==> src/rtl/mips_ctrl_pkg.sv <==
// Shared types and constants for the multicycle MIPS control unit:
// FSM state encoding, instruction field codes, ALU operation classes and
// the ALU control codes driven onto the datapath.
package mips_ctrl_pkg;

  // Controller states. 4-bit encoding leaves three unused values, which
  // the FSM treats as a fault and leaves for FETCH on the next edge.
  typedef enum logic [3:0] {
    FETCH    = 4'd0,
    DECODE   = 4'd1,
    MEMADR   = 4'd2,
    MEMREAD  = 4'd3,
    MEMWB    = 4'd4,
    MEMWRITE = 4'd5,
    EXECUTE  = 4'd6,
    ALUWB    = 4'd7,
    BRANCH   = 4'd8,
    ADDIEXEC = 4'd9,
    ADDIWB   = 4'd10,
    JUMP     = 4'd11,
    ILLEGAL  = 4'd12
  } state_t;

  // Opcodes (instr[31:26]) recognised by the controller
  localparam logic [5:0] OP_RTYPE = 6'b000000;
  localparam logic [5:0] OP_J     = 6'b000010;
  localparam logic [5:0] OP_BEQ   = 6'b000100;
  localparam logic [5:0] OP_ADDI  = 6'b001000;
  localparam logic [5:0] OP_LW    = 6'b100011;
  localparam logic [5:0] OP_SW    = 6'b101011;

  // R-type funct codes (instr[5:0])
  localparam logic [5:0] FN_ADD = 6'b100000;
  localparam logic [5:0] FN_SUB = 6'b100010;
  localparam logic [5:0] FN_AND = 6'b100100;
  localparam logic [5:0] FN_OR  = 6'b100101;
  localparam logic [5:0] FN_SLT = 6'b101010;

  // What the FSM asks the ALU decoder for
  typedef enum logic [1:0] {
    ALUOP_ADD   = 2'b00,
    ALUOP_SUB   = 2'b01,
    ALUOP_FUNCT = 2'b10
  } alu_op_t;

  // ALU control codes seen by the datapath ALU
  localparam logic [2:0] ALU_AND = 3'b000;
  localparam logic [2:0] ALU_OR  = 3'b001;
  localparam logic [2:0] ALU_ADD = 3'b010;
  localparam logic [2:0] ALU_SUB = 3'b110;
  localparam logic [2:0] ALU_SLT = 3'b111;

endpackage

==> src/rtl/mips_alu_decoder.sv <==
// Combinational ALU decoder: turns the FSM's ALU request plus the R-type
// funct field into the ALU control code, and reports whether the funct
// field names an operation this core supports.
module mips_alu_decoder
  import mips_ctrl_pkg::*;
#(
  parameter int FUNCT_W    = 6,
  parameter int ALU_CTRL_W = 3
) (
  input  alu_op_t                 alu_op,
  input  logic [FUNCT_W-1:0]      funct,
  output logic [ALU_CTRL_W-1:0]   alu_control,
  output logic                    func_valid
);

  // Map request/funct to ALU control; unknown funct falls back to add and
  // is flagged so the FSM can divert the instruction to ILLEGAL.
  always_comb begin
    alu_control = ALU_ADD;
    func_valid  = 1'b1;
    case (alu_op)
      ALUOP_ADD: alu_control = ALU_ADD;
      ALUOP_SUB: alu_control = ALU_SUB;
      ALUOP_FUNCT: begin
        case (funct)
          FN_ADD: alu_control = ALU_ADD;
          FN_SUB: alu_control = ALU_SUB;
          FN_AND: alu_control = ALU_AND;
          FN_OR:  alu_control = ALU_OR;
          FN_SLT: alu_control = ALU_SLT;
          default: begin
            alu_control = ALU_ADD;
            func_valid  = 1'b0;
          end
        endcase
      end
      default: begin
        alu_control = ALU_ADD;
        func_valid  = 1'b0;
      end
    endcase
  end

endmodule

==> src/rtl/mips_multicycle_controller.sv <==
// Main control FSM for the shared-datapath multicycle MIPS. Sequences
// fetch, decode and the per-class execution states, drives every mux
// select and write strobe, waits on the memory-ready handshake, counts
// retired instructions and keeps a sticky illegal-instruction flag.
// All strobes are forced low while rst is high so an aborted instruction
// can never leave a partial write behind.
module mips_multicycle_controller
  import mips_ctrl_pkg::*;
#(
  parameter int OP_W       = 6,
  parameter int FUNCT_W    = 6,
  parameter int ALU_CTRL_W = 3,
  parameter int RETIRE_W   = 32
) (
  input  logic                  clk,
  input  logic                  rst,
  input  logic [OP_W-1:0]       opcode,
  input  logic [FUNCT_W-1:0]    funct,
  input  logic                  zero,
  input  logic                  mem_ready,
  output logic                  iord,
  output logic                  mem_write,
  output logic                  ir_write,
  output logic                  reg_dst,
  output logic                  mem_to_reg,
  output logic                  reg_write,
  output logic                  alu_src_a,
  output logic [1:0]            alu_src_b,
  output logic [ALU_CTRL_W-1:0] alu_control,
  output logic [1:0]            pc_src,
  output logic                  pc_en,
  output logic                  illegal_op,
  output logic [RETIRE_W-1:0]   retired
);

  state_t                r_state;
  state_t                w_next;
  logic [RETIRE_W-1:0]   r_retired;
  logic                  r_illegal;

  // Raw (pre-reset-gating) control decode
  logic                  w_iord;
  logic                  w_mem_write;
  logic                  w_ir_write;
  logic                  w_reg_dst;
  logic                  w_mem_to_reg;
  logic                  w_reg_write;
  logic                  w_alu_src_a;
  logic [1:0]            w_alu_src_b;
  logic [1:0]            w_pc_src;
  logic                  w_pc_write;
  logic                  w_branch;
  logic                  w_alu_used;
  alu_op_t               w_alu_op;
  logic                  w_retire;
  logic                  w_set_illegal;

  logic [ALU_CTRL_W-1:0] w_alu_ctrl;
  logic                  w_func_valid;

  mips_alu_decoder #(
    .FUNCT_W    (FUNCT_W),
    .ALU_CTRL_W (ALU_CTRL_W)
  ) u_alu_decoder (
    .alu_op      (w_alu_op),
    .funct       (funct),
    .alu_control (w_alu_ctrl),
    .func_valid  (w_func_valid)
  );

  // State register; reset aborts whatever instruction was in flight
  always_ff @(posedge clk or posedge rst) begin
    if (rst) begin
      r_state <= FETCH;
    end else begin
      r_state <= w_next;
    end
  end

  // Next-state and per-state control decode
  always_comb begin
    w_next        = FETCH;
    w_iord        = 1'b0;
    w_mem_write   = 1'b0;
    w_ir_write    = 1'b0;
    w_reg_dst     = 1'b0;
    w_mem_to_reg  = 1'b0;
    w_reg_write   = 1'b0;
    w_alu_src_a   = 1'b0;
    w_alu_src_b   = 2'b00;
    w_pc_src      = 2'b00;
    w_pc_write    = 1'b0;
    w_branch      = 1'b0;
    w_alu_used    = 1'b0;
    w_alu_op      = ALUOP_ADD;
    w_retire      = 1'b0;
    w_set_illegal = 1'b0;

    case (r_state)
      FETCH: begin
        // PC+4 is computed every cycle, but IR and PC only load once
        // memory actually delivers the instruction.
        w_alu_src_b = 2'b01;
        w_alu_used  = 1'b1;
        if (mem_ready) begin
          w_ir_write = 1'b1;
          w_pc_write = 1'b1;
          w_next     = DECODE;
        end else begin
          w_next = FETCH;
        end
      end

      DECODE: begin
        // Precompute the branch target while the opcode is examined
        w_alu_src_b = 2'b11;
        w_alu_used  = 1'b1;
        if (opcode == OP_LW || opcode == OP_SW) begin
          w_next = MEMADR;
        end else if (opcode == OP_RTYPE) begin
          w_next = EXECUTE;
        end else if (opcode == OP_BEQ) begin
          w_next = BRANCH;
        end else if (opcode == OP_ADDI) begin
          w_next = ADDIEXEC;
        end else if (opcode == OP_J) begin
          w_next = JUMP;
        end else begin
          w_next = ILLEGAL;
        end
      end

      MEMADR: begin
        w_alu_src_a = 1'b1;
        w_alu_src_b = 2'b10;
        w_alu_used  = 1'b1;
        // Only lw/sw reach here, and IR is stable after FETCH
        w_next      = (opcode == OP_SW) ? MEMWRITE : MEMREAD;
      end

      MEMREAD: begin
        w_iord = 1'b1;
        w_next = mem_ready ? MEMWB : MEMREAD;
      end

      MEMWB: begin
        w_mem_to_reg = 1'b1;
        w_reg_write  = 1'b1;
        w_retire     = 1'b1;
        w_next       = FETCH;
      end

      MEMWRITE: begin
        // Strobe stays up until memory accepts the store
        w_iord      = 1'b1;
        w_mem_write = 1'b1;
        if (mem_ready) begin
          w_retire = 1'b1;
          w_next   = FETCH;
        end else begin
          w_next = MEMWRITE;
        end
      end

      EXECUTE: begin
        w_alu_src_a = 1'b1;
        w_alu_src_b = 2'b00;
        w_alu_used  = 1'b1;
        w_alu_op    = ALUOP_FUNCT;
        w_next      = w_func_valid ? ALUWB : ILLEGAL;
      end

      ALUWB: begin
        w_reg_dst   = 1'b1;
        w_reg_write = 1'b1;
        w_retire    = 1'b1;
        w_next      = FETCH;
      end

      BRANCH: begin
        // Compare A-B; PC loads the precomputed target only when zero
        w_alu_src_a = 1'b1;
        w_alu_src_b = 2'b00;
        w_alu_used  = 1'b1;
        w_alu_op    = ALUOP_SUB;
        w_pc_src    = 2'b01;
        w_branch    = 1'b1;
        w_retire    = 1'b1;
        w_next      = FETCH;
      end

      ADDIEXEC: begin
        w_alu_src_a = 1'b1;
        w_alu_src_b = 2'b10;
        w_alu_used  = 1'b1;
        w_next      = ADDIWB;
      end

      ADDIWB: begin
        w_reg_write = 1'b1;
        w_retire    = 1'b1;
        w_next      = FETCH;
      end

      JUMP: begin
        w_pc_src   = 2'b10;
        w_pc_write = 1'b1;
        w_retire   = 1'b1;
        w_next     = FETCH;
      end

      ILLEGAL: begin
        // No writes; the instruction is simply dropped
        w_set_illegal = 1'b1;
        w_next        = FETCH;
      end

      default: begin
        w_next = FETCH;
      end
    endcase
  end

  // Retired-instruction counter, wraps naturally at 2^RETIRE_W
  always_ff @(posedge clk or posedge rst) begin
    if (rst) begin
      r_retired <= '0;
    end else if (w_retire) begin
      r_retired <= r_retired + RETIRE_W'(1);
    end
  end

  // Sticky illegal-instruction flag, cleared only by reset
  always_ff @(posedge clk or posedge rst) begin
    if (rst) begin
      r_illegal <= 1'b0;
    end else if (w_set_illegal) begin
      r_illegal <= 1'b1;
    end
  end

  // Reset gates every datapath control combinationally so strobes drop
  // in the same cycle rst rises, not at the next clock edge.
  assign iord        = w_iord       & ~rst;
  assign mem_write   = w_mem_write  & ~rst;
  assign ir_write    = w_ir_write   & ~rst;
  assign reg_dst     = w_reg_dst    & ~rst;
  assign mem_to_reg  = w_mem_to_reg & ~rst;
  assign reg_write   = w_reg_write  & ~rst;
  assign alu_src_a   = w_alu_src_a  & ~rst;
  assign alu_src_b   = rst ? 2'b00 : w_alu_src_b;
  assign pc_src      = rst ? 2'b00 : w_pc_src;
  assign alu_control = (rst || !w_alu_used) ? '0 : w_alu_ctrl;
  assign pc_en       = (w_pc_write | (w_branch & zero)) & ~rst;
  assign illegal_op  = r_illegal;
  assign retired     = r_retired;

endmodule
==> config.mk <==
export PLATFORM = sky130hd
export DESIGN_NAME = mips_multicycle_controller
export DESIGN_NICKNAME = d
export VERILOG_FILES = /design/src/rtl/mips_ctrl_pkg.sv /design/src/rtl/mips_alu_decoder.sv /design/src/rtl/mips_multicycle_controller.sv
export SDC_FILE = /design/constraint.sdc
export NUM_CORES = 1
export LEC_CHECK = 0
export ABC_AREA = 1
export CAP_MARGIN = 20
export CELL_PAD_IN_SITES_DETAIL_PLACEMENT = 2
export CELL_PAD_IN_SITES_GLOBAL_PLACEMENT = 2
export CORE_ASPECT_RATIO = 0.8
export CORE_MARGIN = 2
export CORE_UTILIZATION = 28
export DETAILED_ROUTE_END_ITERATION = 10
export PLACE_DENSITY = 0.9
export SLEW_MARGIN = 10
export SYNTH_ARGS = -nofsm -noshare
export SYNTH_HDL_FRONTEND = slang
export SYNTH_SLANG_ARGS = --single-unit
==> constraint.sdc <==
create_clock -name clk -period 4.3 [get_ports clk]
set_input_delay 1.29 -clock clk [delete_from_list [all_inputs] [get_ports clk]]
set_output_delay 1.29 -clock clk [all_outputs]
set_load 0.01 [all_outputs]
==> impl_summary.log, run 1 <==
[metrics] final non-filler cell area: roughly 0.0038 mm²
[metrics] number of I/O pins: between 60 and 70
[metrics] buffer levels on the longest clock path: 2
[metrics] Max Fanout on Critical Path: 10
[metrics] instance area after placement: 0.003682 mm²
[metrics] clock insertion delay at the later pin of the skew report: just under 0.3 ns
[metrics] slew at the pin closest to its max-slew limit: about 0.67 ns
[metrics] power density over the cells: approximately 360 mW/mm²
[metrics] part of the cycle the worst path needs: a little over nine tenths
[metrics] Final Wtd Congestion: around 0.86
[metrics] kind of critical path: in2out
[metrics] share of the yosys chip area belonging to registers: between 30% and 40%
[metrics] ratio of routed vias to standard cells: approximately 5
[metrics] # port buffers: 63
[metrics] area of the core: 0.01016 mm²
[metrics] number of max-slew violations in the final report: 0
[metrics] arrival time of data at the critical path endpoint: between 2 and 3 ns
[metrics] largest area contributor in the netlist: sky130_fd_sc_hd__dfrtp_1
[metrics] CP startpoint: rst
[metrics] most frequent cells after synthesis: sky130_fd_sc_hd__nand2_1, sky130_fd_sc_hd__nor2_1, sky130_fd_sc_hd__nand3_1
[metrics] pin count of the biggest net entering global routing: 38
[metrics] Design Power: approximately 1.4 mW
[metrics] total grt overflow: 0
[metrics] Post-Synthesis Mean Instance Area: about 6.0 µm²
[metrics] final clock skew: around 0.0085 ns
[metrics] residual DRC count: 0
[metrics] net count after synthesis: 504
[metrics] leading cell types by total area after synthesis: sky130_fd_sc_hd__dfrtp_1, sky130_fd_sc_hd__nand2_1, sky130_fd_sc_hd__nand3_1
[metrics] flop-to-flop setup slack: just under 2 ns
[metrics] Synth Instances: between 400 and 500
[metrics] fraction of post-synthesis cell area in the top cell type by area: around a third
[metrics] routed via count: approximately 3.4k
[metrics] via count of the first global-routing pass: approximately 3.7k
[metrics] Endpoint, Worst Hold: illegal_op
[metrics] routed wire length: between 10000 and 15000 µm
[metrics] start point of the worst hold path: illegal_op
[metrics] antenna diode count: 0
[metrics] number of iterations in the first detailed-routing pass: 4
[metrics] number of instances on the worst hold path: 1
[metrics] Worst R2R Path Depth: 8
[metrics] number of standard-cell rows in the floorplan: 33
[metrics] TritonCTS clock tree: yes
[metrics] highest achievable clock rate: approximately 0.24 GHz
[metrics] synth unique cells: 29
[metrics] setup repair after global routing missed its margin: no
[metrics] Antenna Violating Nets Remaining: 0
[metrics] antenna violations before repair: 0
[metrics] Final Critical Period: around 4.1 ns
[metrics] clock transition at the register clock pins on the worst setup and hold paths after CTS: roughly 0.060 ns
[metrics] setup tns final: 0 ns
[metrics] total track usage: between 20% and 30%
[metrics] share of cells above drive strength 1: 4.554%
[metrics] Worst VDD drop: between 0.1 and 0.15 mV
[metrics] FF+latch count, synth: 37
[metrics] area overhead of the layout relative to synthesis: 31.81%
[metrics] worst flop-to-flop path endpoint: retired[18]
[metrics] run status: complete, no violations
[metrics] worst path setup slack after routing: 0.2106 ns
[metrics] number of levels the H-tree was split into: 2
[metrics] Placement Setup Slack: -0.1035 ns
[metrics] share of async-settable or async-resettable flops after synthesis: between 90% and 100%
[metrics] count of yosys warnings during synthesis: 0
[metrics] root buffer cell: sky130_fd_sc_hd__clkbuf_16
[metrics] total of fill cells in the finished design: around 1.3k
[metrics] headroom to the max-slew limit: roughly 55%
[metrics] number of design-rule violations left by the first detailed-router iteration: approximately 130
[metrics] Final setup violation count: 0
[metrics] final hold violation count: 0
[metrics] clk sinks: 37
[metrics] max-cap violation count: 0
[metrics] leakage dissipation: about 1.8 nW
[metrics] count of flip-flops with a built-in enable after synthesis: 0
[metrics] CP required: about 3 ns
[metrics] number of nets in the finished design: ~570
[metrics] die boundary width: between 100 and 150 µm
[metrics] source of the worst register-to-register timing path: r_state[0]
[metrics] count leader, synth: sky130_fd_sc_hd__nand2_1
[metrics] WL per Instance: ~19 µm
[metrics] effective utilization at floorplan: approximately 29%
[metrics] post-DP HPWL: between 9000 and 10000 µm
[metrics] kind of end point of the critical path: primary output
[metrics] Worst Hold Class: reg2reg
[metrics] wire length of the first global-routing pass: 20490 µm
[metrics] cts bufs inserted: 5
[metrics] startpoint type of the worst setup path: primary input
[metrics] Die Footprint: between 0.01 and 0.015 mm²
[metrics] main flop type after synthesis: sky130_fd_sc_hd__dfrtp_1
[metrics] DIE HEIGHT: 95.07 µm
[metrics] synthesized cell area: 0.002903 mm²
[metal layers]
layer / wire (µm) / global-route usage, % / vias to the layer above / part of all wire [%]
met2: 6336 / 42.83 / 49 / 49
met5: 0 / 0 / - / 0
met1: 5950 / 29.15 / 1743 / 46
met3: 320 / 3.349 / 18 / 2.5
met4: 221 / 6.024 / 0 / 1.7
li1: - / - / 1628 / -
[area by class of cell]
type | instances | area [µm²] | share of cell area (%)
multi-input combinational | 387 | 1740 | 45.49
sequential | 37 | 925.9 | 24.20
timing repair buffer | 67 | 660.6 | 17.27
inverter | 50 | 187.7 | 4.905
tap | 140 | 175.2 | 4.578
clock buffer | 8 | 136.4 | 3.564
[sequential cells by signal, summed over array words and instances (netlist names)]
signal and count:
retired 32, r_state 4, illegal_op 1
[how the worst max path moves through the flow]
stage,slack [ns],depth (start not counted),to
3_3_place_gp,0.02,7,alu_control[2]
4_1_cts,0.02,7,alu_control[1]
5_1_grt,0.07,7,alu_control[2]
6_report,0.21,6,pc_en
3_5_place_dp,-0.10,7,alu_control[2]
2_1_floorplan,0.34,3,alu_control[2]
[cells by family (layout without fill, tap and decap cells)]
group	count (synthesis)	in the layout	synth area share (%)
and+or+nand+nor	356	356	50.43
AOI/OAI and AO/OA	12	12	3.017
adders and majority gates	4	4	1.724
buffers and inverters	60	125	8.405
DFF	37	37	31.90
xor gates and xnor gates	15	15	4.526
[stage by stage]
step           cells  util [%]  hold WS, ns
2_1_floorplan    484         -       0.5117
3_3_place_gp     681     36.25       0.4810
3_5_place_dp     681     36.25       0.5146
4_1_cts          689     37.64       0.5399
5_1_grt          689     37.67       0.5620
6_report         689     37.67       0.5228
[cells in the final DEF, fill, tap and decap left out, types with 2 or more instances in the layout]
master	count
sky130_fd_sc_hd__a21oi_1	3
sky130_fd_sc_hd__buf_4	4
sky130_fd_sc_hd__clkbuf_1	3
sky130_fd_sc_hd__clkbuf_16	5
sky130_fd_sc_hd__clkdlybuf4s50_1	60
sky130_fd_sc_hd__dfrtp_1	37
sky130_fd_sc_hd__dlygate4sd2_1	2
sky130_fd_sc_hd__ha_1	4
sky130_fd_sc_hd__inv_1	46
sky130_fd_sc_hd__inv_2	4
sky130_fd_sc_hd__nand2_1	197
sky130_fd_sc_hd__nand3_1	64
sky130_fd_sc_hd__nand4_1	4
sky130_fd_sc_hd__nor2_1	79
sky130_fd_sc_hd__nor2_2	4
sky130_fd_sc_hd__nor3_1	2
sky130_fd_sc_hd__o21ai_0	3
sky130_fd_sc_hd__xnor2_1	5
sky130_fd_sc_hd__xor2_1	10
[worst max-delay path, stage by stage]
cell                              delay, ns
sky130_fd_sc_hd__clkdlybuf4s50_1       0.44
sky130_fd_sc_hd__buf_4                 0.19
sky130_fd_sc_hd__nor2_1                0.18
sky130_fd_sc_hd__a21oi_1               0.06
sky130_fd_sc_hd__o21ai_0               0.07
sky130_fd_sc_hd__clkdlybuf4s50_1       0.57
[repair_timing]
| item | CTS | global route |
|---|---|---|
| hold buffers | 0 | 0 |
| gates resized for setup | 4 | 1 |
| setup buffers | 0 | 0 |
| setup endpoints to repair | 3 | 1 |
| endpoints found under the hold margin | 0 | 0 |
| pin swaps | 0 | 1 |
[power breakdown]
part	total, mW	internal [mW]	switching [mW]
Sequential	0.438	0.383	0.0543
Combinational	0.586	0.196	0.390
Clock	0.370	0.216	0.154
No activity file was read; power rests on OpenSTA's default activity.
==> run 2, diff against run 1 <==
- SKIP_CTS_REPAIR_TIMING: unset -> 1
==> run 2 against run 1 <==
Wire length up 0.32%. First-iteration DRC count is 3.2% higher. Non-clock buffer count is the same. Critical path type unchanged. Largest cell class unchanged.
==> impl_summary.log, run 2 (same netlist as run 1, synthesis figures left out) <==
[metrics] run status: complete, no violations
[metrics] routed wire length: 12870 µm
[metrics] total track usage: about a quarter
[metrics] Placement Setup Slack: -0.1035 ns
[metrics] logic gate share of total power: 42.2%
[metrics] Worst Hold Class: reg2reg
[metrics] number of levels the H-tree was split into: 2
[metrics] commonest non-fill, non-tap cells in the layout: sky130_fd_sc_hd__nand2_1, sky130_fd_sc_hd__nor2_1, sky130_fd_sc_hd__nand3_1, sky130_fd_sc_hd__clkdlybuf4s50_1, sky130_fd_sc_hd__inv_1
[metrics] post-DP HPWL: roughly 9300 µm
[metrics] Final setup violation count: 0
[metrics] power density over the cells: 364.5 mW/mm²
[metrics] via count of the first global-routing pass: ~3.7k
[metrics] family with the most delay on the worst path: buffers and inverters
[metrics] share of cells above drive strength 1: 4.736%
[metrics] number of nets in the finished design: 568
[metrics] leakage dissipation: 1.849 nW
[metrics] max FFs per register: 32
[metrics] buffer levels on the longest clock path: 2
[metrics] antenna violations before repair: 0
[metrics] DIE HEIGHT: around 95 µm
[metrics] slew at the pin closest to its max-slew limit: 0.6643 ns
[metrics] number of max-slew violations in the final report: 0
[metrics] pin count of the biggest net entering global routing: 38
[metrics] total grt overflow: 0
[metrics] wire length of the first global-routing pass: 20420 µm
[metrics] clock transition at the register clock pins on the worst setup and hold paths after CTS: approximately 0.060 ns
[metrics] clock insertion delay at the later pin of the skew report: roughly 0.29 ns
[metrics] max-cap violation count: 0
[metrics] sequential power share: approximately a third
[metrics] effective utilization at floorplan: 28.58%
[metrics] Antenna Violating Nets Remaining: 0
[metrics] setup repair after global routing missed its margin: no
[metrics] ratio of routed vias to standard cells: around 5
[metrics] worst path bufs/invs: 3
[metrics] CP required: approximately 3.0 ns
[metrics] WL per Instance: 18.68 µm
[metrics] startpoint type of the worst setup path: primary input
[metrics] worst path cell trace: clkdlybuf4s50_1, buf_4, nor2_1, a21oi_1, o21ai_0, clkdlybuf4s50_1
[metrics] worst path setup slack after routing: roughly 0.21 ns
[metrics] Die Footprint: 0.01120 mm²
[metrics] kind of end point of the critical path: primary output
[metrics] number of standard-cell rows in the floorplan: 33
[metrics] Final Wtd Congestion: 0.8552
[metrics] TritonCTS clock tree: yes
[metrics] residual DRC count: 0
[metrics] number of iterations in the first detailed-routing pass: 4
[metrics] Largest stage delay, worst path: 0.57 ns
[metrics] highest achievable clock rate: between 0.2 and 0.25 GHz
[metrics] final clock skew: 0.008243 ns
[metrics] root buffer cell: sky130_fd_sc_hd__clkbuf_16
[metrics] Max Fanout on Critical Path: 10
[metrics] Final Critical Period: slightly above 4 ns
[metrics] net switching power: 602.7 µW
[metrics] cell mode on critical path: sky130_fd_sc_hd__clkdlybuf4s50_1
[metrics] Max stage delay cell, worst path: sky130_fd_sc_hd__clkdlybuf4s50_1
[metrics] kind of critical path: in2out
[metrics] number of I/O pins: 64
[metrics] antenna diode count: 0
[metrics] Clock Power Share: a little over a quarter
[metrics] fraction of power spent switching nets: a little over two fifths
[metrics] Internal: approximately 800 µW
[metrics] routed via count: between 3k and 4k
[metrics] most common library cell in the layout ignoring fill and taps: sky130_fd_sc_hd__nand2_1
[metrics] headroom to the max-slew limit: a little under three fifths
[metrics] area overhead of the layout relative to synthesis: 32.16%
[metrics] Worst VDD drop: 0.1485 mV
[metrics] instance area after placement: 0.003682 mm²
[metrics] clk sinks: 37
[metrics] # port buffers: 63
[metrics] cts bufs inserted: 5
[metrics] number of design-rule violations left by the first detailed-router iteration: 130
[metrics] area of the core: between 0.01 and 0.015 mm²
[metrics] arrival time of data at the critical path endpoint: ~2.8 ns
[metrics] die boundary width: 117.8 µm
[metrics] core occupancy in the finished layout: a little under two fifths
[metrics] part of the cycle the worst path needs: between 90% and 100%
[metrics] final non-filler cell area: about 0.0038 mm²
[metrics] final hold violation count: 0
run 2: changes by cell type in the layout (fill, tap and decap cells not counted), sizes merged:
cell / change
dlygate4sd2: -2
dlymetal6s2s: +2
run 2: area by class of cell:
| class | instances | area, µm² |
|---|---|---|
| fill | 1276 | 6321 |
| multi-input combinational | 387 | 1743 |
| tap | 140 | 175.2 |
| inverter | 50 | 187.7 |
| sequential | 37 | 925.9 |
| timing repair buffer | 67 | 668.1 |
| clock buffer | 8 | 136.4 |
run 2: per-stage QoR:
step / total power, mW / setup TNS [ns] / instances / hold WS (ns)
finish: 1.398 / 0 / 689 / 0.5246
floorplan: 0.7930 / 0 / 484 / 0.5117
global placement: 0.9869 / 0 / 681 / 0.4810
detailed placement: 1.027 / -0.2479 / 681 / 0.5146
global route: 1.474 / 0 / 689 / 0.5620
CTS: 1.401 / -0.2616 / 689 / 0.5399
run 2: routing by layer:
metal	share of wire (%)	wire length [µm]	global-route usage, %	vias up
li1	-	-	-	1630
met1	45	5843	29.15	1737
met2	50	6496	43.02	60
met3	3.0	380	3.349	13
met4	1.2	148	5.020	0
met5	0	0	0	-
run 2: power groups by stage:
stage               logic (mW)  registers [mW]  clock network, mW
finish                   0.591           0.438              0.369
floorplan                0.354           0.439                  0
global route             0.643           0.444              0.387
detailed placement       0.584           0.443                  0
CTS                      0.588           0.437              0.375
global placement         0.548           0.439                  0
run 2: path summary, 6_finish.rpt:
kind	from	end	slack, ns	depth (start not counted)
setup / recovery	rst	pc_en	0.21	6
hold / removal	illegal_op	illegal_op	0.52	1
setup reg to reg	r_state[2]	retired[18]	1.94	9
hold reg to reg	illegal_op	illegal_op	0.52	1
max in group asynchronous	rst	retired[20]	2.33	3
min in group asynchronous	rst	retired[18]	1.61	3
==> run 3, diff against run 2 <==
- clock period: 4.3 -> 4.8 ns (I/O delays scaled with it)
==> run 3 against run 2 <==
Utilization is essentially flat. Clock power shrank 11%. Hold slack lost 0.030 ns. Via count shrank 1.0%. Worst setup slack lost 0.092 ns. Critical path type unchanged. Power shrank 12%. Sequential share of layout area is essentially flat. Final cell count shrank 0.15%. Sequential power shrank 10%.
==> impl_summary.log, run 3 (same netlist as run 1, synthesis figures left out) <==
[metrics] run status: complete, no violations
[metrics] instance area after placement: roughly 0.0037 mm²
[metrics] Die Footprint: 0.01120 mm²
[metrics] max FFs per register: 32
[metrics] number of levels the H-tree was split into: 2
[metrics] total track usage: around 23%
[metrics] number of standard-cell rows in the floorplan: 33
[metrics] power density over the cells: 322.0 mW/mm²
[metrics] Final Wtd Congestion: 0.8966
[metrics] Internal: 723.7 µW
[metrics] CP startpoint: funct[1]
[metrics] clk sinks: 37
[metrics] net switching power: 510.3 µW
[metrics] routed via count: 3404
[metrics] Max Fanout on Critical Path: 3
[metrics] final clock skew: 0.007867 ns
[metrics] Worst R2R Path Depth: 9
[metrics] kind of critical path: in2out
[metrics] fraction of power spent switching nets: between 40 and 50%
[metrics] DIE HEIGHT: 95.07 µm
[metrics] area of the multi-input gates: around 0.0017 mm²
[metrics] buffer levels on the longest clock path: 2
[metrics] Sequential cell area: 925.9 µm²
[metrics] headroom to the max-slew limit: 55.06%
[metrics] number of nets in the finished design: 568
[metrics] arrival time of data at the critical path endpoint: between 3 and 4 ns
[metrics] wire length of the first global-routing pass: around 20000 µm
[metrics] Final setup violation count: 0
[metrics] Placement Setup Slack: roughly 0.013 ns
[metrics] final non-filler cell area: about 0.0038 mm²
[metrics] flop-to-flop setup slack: 2.52 ns
[metrics] sequential power share: about a third
[metrics] CP required: about 3.4 ns
[metrics] post-DP HPWL: approximately 9500 µm
[metrics] root buffer cell: sky130_fd_sc_hd__clkbuf_16
[metrics] routed wire length: approximately 12000 µm
[metrics] residual DRC count: 0
[metrics] effective utilization at floorplan: ~29%
[metrics] worst path cell trace: clkdlybuf4s50_1, inv_1, nor2_1, nand3_1, o21bai_1, nor3b_1, clkdlybuf4s50_1
[metrics] logic gate share of total power: a little over two fifths
[metrics] source of the worst register-to-register timing path: r_state[2]
[metrics] area overhead of the layout relative to synthesis: 32.03%
[metrics] kind of end point of the critical path: primary output
[metrics] TritonCTS clock tree: yes
[metrics] most common library cell in the layout ignoring fill and taps: sky130_fd_sc_hd__nand2_1
[metrics] worst flop-to-flop path endpoint: retired[23]
[metrics] Worst VDD drop: between 0.1 and 0.15 mV
[metrics] number of design-rule violations left by the first detailed-router iteration: around 150
[metrics] ratio of routed vias to standard cells: slightly below 5
[metrics] leakage dissipation: 1.821 nW
[metrics] clock insertion delay at the later pin of the skew report: ~0.28 ns
[metrics] final instance count without filler cells: 688
[metrics] setup tns final: 0 ns
[metrics] setup repair after global routing missed its margin: no
[metrics] slew at the pin closest to its max-slew limit: approximately 0.67 ns
[metrics] number of I/O pins: 64
[metrics] Final Critical Period: around 4.7 ns
[metrics] share of cells above drive strength 1: between 4 and 5%
[metrics] Inst Count DP: just under 700
[metrics] Endpoint, Worst Hold: illegal_op
[metrics] highest achievable clock rate: between 0.2 and 0.25 GHz
[metrics] antenna diode count: 0
[metrics] Max stage delay cell, worst path: sky130_fd_sc_hd__clkdlybuf4s50_1
[metrics] Worst Hold Class: reg2reg
[metrics] number of iterations in the first detailed-routing pass: 4
[metrics] startpoint type of the worst setup path: primary input
[metrics] via count of the first global-routing pass: between 3k and 4k
[metrics] cell mode on critical path: sky130_fd_sc_hd__clkdlybuf4s50_1
[metrics] pin count of the biggest net entering global routing: 36
[metrics] commonest non-fill, non-tap cells in the layout: sky130_fd_sc_hd__nand2_1, sky130_fd_sc_hd__nor2_1, sky130_fd_sc_hd__nand3_1, sky130_fd_sc_hd__clkdlybuf4s50_1, sky130_fd_sc_hd__inv_1
[metrics] final hold violation count: 0
[metrics] number of instances on the worst hold path: 1
[metrics] total grt overflow: 0
[metrics] Antenna Violating Nets Remaining: 0
[metrics] number of max-slew violations in the final report: 0
[metrics] WL per Instance: approximately 18 µm
[metrics] area of the core: 0.01016 mm²
[metrics] die boundary width: about 120 µm
[metrics] clock transition at the register clock pins on the worst setup and hold paths after CTS: around 0.05 ns
[metrics] total of fill cells in the finished design: about 1.3k
[metrics] # port buffers: between 60 and 70
[metrics] Largest stage delay, worst path: approximately 0.57 ns
[metrics] max-cap violation count: 0
[metrics] cts bufs inserted: 5
[metrics] worst path bufs/invs: 3
[metrics] antenna violations before repair: 0
[metrics] family with the most delay on the worst path: buffers and inverters
[metrics] worst path setup slack after routing: 0.1163 ns
[metrics] part of the cycle the worst path needs: a little over nine tenths
[metrics] Clock Power Share: about a quarter
[metrics] post-route worst hold slack: ~0.49 ns
[metrics] start point of the worst hold path: illegal_op
run 3: changes by cell type in the layout (fill, tap and decap cells not counted):
| cell | delta |
|---|---|
| sky130_fd_sc_hd__clkbuf_1 | -2 |
| sky130_fd_sc_hd__clkdlybuf4s50_1 | +2 |
| sky130_fd_sc_hd__dlymetal6s2s_1 | -2 |
| sky130_fd_sc_hd__a211oi_1 | +1 |
| sky130_fd_sc_hd__a211oi_2 | -1 |
| sky130_fd_sc_hd__clkbuf_8 | +1 |
run 3: how the worst max path moves through the flow:
stage                      to  slack [ns]  cells after the start
6_report       alu_control[2]        0.12                      7
5_1_grt        alu_control[2]        0.02                      7
4_1_cts        alu_control[0]      -0.003                      8
3_5_place_dp   alu_control[0]        0.01                      8
3_3_place_gp   alu_control[2]        0.22                      7
2_1_floorplan  alu_control[2]        0.54                      3
run 3: per-stage QoR:
step	power, mW	utilization (%)
6_report	1.234	37.73
2_1_floorplan	0.7104	-
3_5_place_dp	0.9091	36.25
5_1_grt	1.315	37.73
4_1_cts	1.245	37.66
3_3_place_gp	0.8811	36.25
run 3: power groups by stage:
stage | Sequential, mW | Clock (mW) | Combinational (mW)
global route | 0.398 | 0.351 | 0.565
detailed placement | 0.397 | 0 | 0.512
floorplan | 0.393 | 0 | 0.317
finish | 0.393 | 0.328 | 0.513
global placement | 0.393 | 0 | 0.488
CTS | 0.392 | 0.337 | 0.516
run 3: worst register-to-register path: stages, from the launching register on:
cell                      delay, ns
sky130_fd_sc_hd__dfrtp_1       0.46
sky130_fd_sc_hd__nand2_1       0.14
sky130_fd_sc_hd__inv_2         0.05
sky130_fd_sc_hd__nand2_1       0.09
sky130_fd_sc_hd__nand2_1       0.10
sky130_fd_sc_hd__a21oi_4       0.13
sky130_fd_sc_hd__buf_4         0.38
sky130_fd_sc_hd__nand2_2       0.50
sky130_fd_sc_hd__nand2_1       0.24
sky130_fd_sc_hd__nand2_1       0.09
run 3: final cells by class:
cell class	instances	share of cell area, %
Clock buffer	7	3.722
Inverter	50	4.897
Multi-Input combinational cell	387	45.35
Sequential cell	37	24.16
Tap cell	140	4.571
Timing Repair Buffer	67	17.30
run 3: routing by layer:
layer / global-route usage, % / wire length (µm) / vias up
li1: - / - / 1624
met1: 28.60 / 5429 / 1691
met2: 41.09 / 6028 / 69
met3: 3.289 / 383 / 20
met4: 7.028 / 266 / 0
met5: 0 / 0 / -
